===== src/rtl/fir_tap_cfg_ctrl_pkg.sv =====
// Shared definitions for the runtime-programmable FIR coefficient path.
// The filter datapath uses the same default tap geometry.
package fir_cfg_pkg;

  localparam int TAP_WIDTH_DEF = 32;
  localparam int TAP_COUNT_DEF = 51;
  localparam int GEN_WIDTH     = 8;

  typedef enum logic [1:0] {
    IDLE    = 2'd0,
    LOAD    = 2'd1,
    PENDING = 2'd2
  } cfg_state_e;

endpackage


===== src/rtl/fir_tap_bank.sv =====
// Shadow/active coefficient register pair. The host writes the shadow bank.
// An apply strobe copies every shadow tap into the active bank on the same edge.
module fir_tap_bank
  import fir_cfg_pkg::*;
#(
  parameter  int TAP_WIDTH  = TAP_WIDTH_DEF,
  parameter  int TAP_COUNT  = TAP_COUNT_DEF,
  localparam int ADDR_WIDTH = $clog2(TAP_COUNT)
) (
  input  logic                           clk,
  input  logic                           reset_n,
  input  logic                           we,
  input  logic [ADDR_WIDTH-1:0]          addr,
  input  logic [TAP_WIDTH-1:0]           data,
  input  logic                           apply,
  output logic [TAP_COUNT*TAP_WIDTH-1:0] taps_active
);

  for (genvar i = 0; i < TAP_COUNT; i++) begin : g_tap
    logic [TAP_WIDTH-1:0] shadow_q;
    logic [TAP_WIDTH-1:0] active_q;

    // NOTE: both banks are reset on purpose so the filter sees all-zero taps
    // until the first commit; a reset mid-update must also discard shadow writes.
    always_ff @(posedge clk or negedge reset_n) begin
      if (!reset_n) begin
        shadow_q <= '0;
        active_q <= '0;
      end else begin
        if (we && addr == ADDR_WIDTH'(i)) shadow_q <= data;
        if (apply)                        active_q <= shadow_q;
      end
    end

    assign taps_active[i*TAP_WIDTH +: TAP_WIDTH] = active_q;
  end

endmodule


===== src/rtl/fir_tap_cfg_ctrl.sv =====
// Host-side coefficient configuration controller: accepts tap writes into a
// shadow bank and swaps them into the active bank only on a sample boundary.
module fir_tap_cfg_ctrl
  import fir_cfg_pkg::*;
#(
  parameter  int TAP_WIDTH  = TAP_WIDTH_DEF,
  parameter  int TAP_COUNT  = TAP_COUNT_DEF,
  localparam int ADDR_WIDTH = $clog2(TAP_COUNT)
) (
  input  logic                           clk,
  input  logic                           reset_n,
  input  logic                           cfg_valid,
  output logic                           cfg_ready,
  input  logic [ADDR_WIDTH-1:0]          cfg_addr,
  input  logic [TAP_WIDTH-1:0]           cfg_data,
  input  logic                           cfg_commit,
  input  logic                           sample_en,
  output logic [TAP_COUNT*TAP_WIDTH-1:0] taps_active,
  output logic                           taps_update,
  output logic [GEN_WIDTH-1:0]           tap_gen,
  output logic                           busy,
  output logic                           err_addr
);

  cfg_state_e state_q, state_d;
  logic       beat_acc;
  logic       addr_ok;
  logic       apply;

  assign beat_acc = cfg_valid && cfg_ready;
  assign addr_ok  = int'(cfg_addr) < TAP_COUNT;
  assign apply    = (state_q == PENDING) && sample_en;

  // NOTE: always_comb assigns every output a default first, so no path can
  // leave state_d unassigned and infer a latch.
  always_comb begin
    state_d = state_q;
    unique case (state_q)
      IDLE:    if (beat_acc) state_d = cfg_commit ? PENDING : LOAD;
      LOAD:    if (beat_acc && cfg_commit) state_d = PENDING;
      PENDING: if (sample_en) state_d = IDLE;
      default: state_d = IDLE;
    endcase
  end

  // cfg_ready and busy are registered from the next state so they change on
  // the same edge as the state itself and never follow cfg_valid.
  // NOTE: sequential state uses non-blocking assignments so every register
  // samples pre-edge values regardless of statement order.
  always_ff @(posedge clk or negedge reset_n) begin
    if (!reset_n) begin
      state_q     <= IDLE;
      cfg_ready   <= 1'b1;
      busy        <= 1'b0;
      taps_update <= 1'b0;
      tap_gen     <= '0;
      err_addr    <= 1'b0;
    end else begin
      state_q     <= state_d;
      cfg_ready   <= (state_d != PENDING);
      busy        <= (state_d == PENDING);
      taps_update <= apply;
      if (apply) tap_gen <= tap_gen + GEN_WIDTH'(1);
      // Apply and acceptance are mutually exclusive (ready is low in PENDING).
      if (apply)                      err_addr <= 1'b0;
      else if (beat_acc && !addr_ok)  err_addr <= 1'b1;
    end
  end

  fir_tap_bank #(
    .TAP_WIDTH (TAP_WIDTH),
    .TAP_COUNT (TAP_COUNT)
  ) u_bank (
    .clk         (clk),
    .reset_n     (reset_n),
    .we          (beat_acc && addr_ok),
    .addr        (cfg_addr),
    .data        (cfg_data),
    .apply       (apply),
    .taps_active (taps_active)
  );

endmodule


===== config.mk =====
export PLATFORM = sky130hd
export DESIGN_NAME = fir_tap_cfg_ctrl
export DESIGN_NICKNAME = d
export VERILOG_FILES = /design/src/rtl/fir_tap_cfg_ctrl_pkg.sv /design/src/rtl/fir_tap_bank.sv /design/src/rtl/fir_tap_cfg_ctrl.sv
export SDC_FILE = /design/constraint.sdc
export NUM_CORES = 2
export LEC_CHECK = 0
export CAP_MARGIN = 5
export CORE_AREA = 2 2 664 666
export CTS_CLUSTER_DIAMETER = 50
export DETAILED_ROUTE_END_ITERATION = 10
export DIE_AREA = 0 0 666 668
export RECOVER_POWER = 50
export SLEW_MARGIN = 25
export SYNTH_ARGS = -nofsm -noshare
export SYNTH_HDL_FRONTEND = slang
export SYNTH_SLANG_ARGS = --single-unit

===== constraint.sdc =====
create_clock -name clk -period 2.1 [get_ports clk]
set_input_delay 0.63 -clock clk [delete_from_list [all_inputs] [get_ports clk]]
set_output_delay 0.63 -clock clk [all_outputs]
set_load 0.02 [all_outputs]

==> metrics <==
max cap viols 0; R2R Setup Slk about 0.030 ns; Fin. Hold Viols 0; First-pass DRT Iterations 8; Max-Slew Margin vs Limit ~30%; IO Count between 1500 and 2000; Final setup viols about 1600; final hold slack 0.114 ns; fin area 0.169 mm^2; Synth Net Count approximately 11000; Core Rows ~240; H-tree level count 5; failing checks negative setup slack; largest net degree at the start of global routing between 100 and 150; Die ar. between 0.4 and 0.5 mm^2; CTS clock-pin slew for the worst setup and hold paths approximately 0.060 ns; Hold WC Path Type in2reg; Area Overhead vs Synth 38.4%; final WL approximately 460000 um; Design Power about 200 mW; Pleak 88.8 nW; number of global-route vias before repair 86100; CTS tree done; Max Freq about 420 MHz; outcome finished, violations left; Via-to-Cell Ratio 4.63; DRC errors left 0; wire per inst around 24 um; CTS root buffer clkbuf_16; GP Congestion about 0.82; count of cell types in the netlist 30; share of layout cells above drive strength 1 about 40%; Cell Area, Synth approximately 0.12 mm^2; post-DP HPWL 314000 um; CP startpoint kind flop; gr usage total between 20% and 30%; Layout Skew between 0.09 and 0.1 ns; CTS Buffer Depth 4; Worst Min Path Start cfg_data[0]; global route overflow 0; Core Area 0.437 mm^2; CTS buffer count 369; Nets roughly 13000; Port Buffers 1686; Final Util 38.7%; worst vdd ir roughly 760 uV; total clock sinks around 3300; pre-CTS setup slack -1.40 ns; Final ANT Viol Nets 0; Tmin final around 2.4 ns; placed cell area 0.152 mm^2; syn_area_per_cell between 10 and 15 um^2; Setup crit end kind output port; Worst Hold End u_bank.g_tap[50].shadow_q[0]; Crit Path Category reg2out; most frequent cells in the layout nand2_1, dfrtp_1, buf_6; r2r worst-path depth 6; setup ws final -0.276 ns; CP Data Arrival Time between 1.5 and 2 ns; Die Ht ~670 um; Post-Syn Instances approximately 11000; antenna violations before repair 54; yosys warns 0; Pins Over Slew Limit 0; First DRT Iteration DRCs ~7400; clk_lat worst skew 0.96 ns; sequential share of the synthesized area 67.0%; RR Startpoint cfg_ready; Max Fanout on Critical Path 2; r2r endpoint u_bank.g_tap[40].shadow_q[16]; unrepaired setup endpoints after global routing true; global-route wire length before repair approximately 650000 um; commonest non-fill, non-tap cell in the layout nand2_1; Slew @ Worst Pin about 1.1 ns; WP data required 1.47 ns; width of the die 666 um; Initial Util between 20% and 30%; Hold Crit Depth 2; Power Dens Cells between 1000 and 1500 mW/mm^2; synthesis-stage register bit count 3278; period utilization 113%; Vias 88300
metal layers:
layer  part of all wire [%]  track usage (%)  routed length, um
met2                     47             32.0             219000
met5                 0.0028                0                 13
met1                     41             26.1             189000
met4                    5.6             10.2              25800
met3                    6.5             3.49              30100
power breakdown:
part	internal, mW	switching [mW]	total (mW)
combinational	23.2	24.3	47.5
sequential	75.3	11.9	87.2
clock	38.6	27.6	66.2
total	137	63.9	201
state kept, by name, indices dropped and copies added (netlist names):
| register | cells |
|---|---|
| u_bank.g_tap.shadow_q | 1632 |
| taps_update | 1 |
| state_q | 2 |
| u_bank.g_tap.active_q | 1632 |
| cfg_ready | 1 |
| tap_gen | 8 |
| busy | 1 |
| err_addr | 1 |
layout make-up:
| cell class | instances | area, um^2 |
|---|---|---|
| tap | 5757 | 7200 |
| inverter | 1 | 11.3 |
| clock buffer | 527 | 10700 |
| timing repair buffer | 2683 | 29200 |
| clock inverter | 142 | 1880 |
| antenna | 35 | 87.6 |
| sequential | 3278 | 82500 |
| multi-input combinational | 6636 | 37700 |
| fill | 42100 | 268000 |
logic make-up after synthesis:
| logic type | share of synthesized area [%] |
|---|---|
| simple gates | 15.5 |
| flops | 67.0 |
| mux | 15.0 |
| buf+inv | 2.38 |
| xor+xnor | 0.0501 |
| compound gates | 0.0286 |
| fa+ha+maj | 0.0102 |
synthesized netlist by cell type:
cell type	instances	area share, %
nor2_1	18	0.055
clkbuf_1	410	1.3
mux2_2	1558	14
nand3b_1	1	0.0061
o21ai_0	2	0.0082
mux2_1	74	0.68
o21a_1	2	0.012
buf_2	245	1.0
ha_1	1	0.010
xnor2_1	4	0.029
nor3b_1	1	0.0061
nand3_1	2	0.0082
xor2_1	3	0.021
buf_1	32	0.098
nor4b_2	4	0.049
a21oi_1	2	0.0082
nor4_2	1	0.010
dfstp_2	1	0.021
nand4bb_1	1	0.0092
nand4_1	8	0.041
nor3_1	2	0.0082
dfrtp_1	3277	67
inv_2	1	0.0031
nand4b_1	6	0.043
and3_1	3	0.015
nand2_1	4933	15
and4b_1	2	0.016
nor2b_1	2	0.010
and4bb_2	6	0.061
buf_4	3	0.018
timing repair:
| item | in CTS | in global routing |
|---|---|---|
| pin swaps | 1 | 1 |
| gates resized for setup | 4690 | 5686 |
| hold buffers | 1 | 0 |
| hold endpoints to repair | 235 | 0 |
| setup endpoints to repair | 1832 | 1808 |
| buffers inserted | 49 | 381 |
| cloned | 0 | 0 |
critical path: stages (launching register included):
cell	delay [ns]
dfstp_2	0.53
buf_6	0.10
buf_12	0.14
worst max-delay path by stage:
stage                      from                       endpoint  cells after the start
floorplan           cfg_addr[0]  u_bank.g_tap[49].shadow_q[10]                      6
global placement    cfg_addr[1]    u_bank.g_tap[8].shadow_q[6]                      6
detailed placement  cfg_addr[1]  u_bank.g_tap[24].shadow_q[19]                      6
CTS                   cfg_ready                      cfg_ready                      2
global route          cfg_ready                      cfg_ready                      2
finish                cfg_ready                      cfg_ready                      2
metrics by stage:
stage / setup TNS [ns] / std cells
after floorplan: -4.13 / 10600
after global placement: -1780.79 / 17900
after detailed placement: -1768.92 / 17900
after CTS: -436.78 / 18600
after global routing: -231.13 / 19000
final: -76.11 / 19100
No activity file was read; power rests on OpenSTA's default activity.
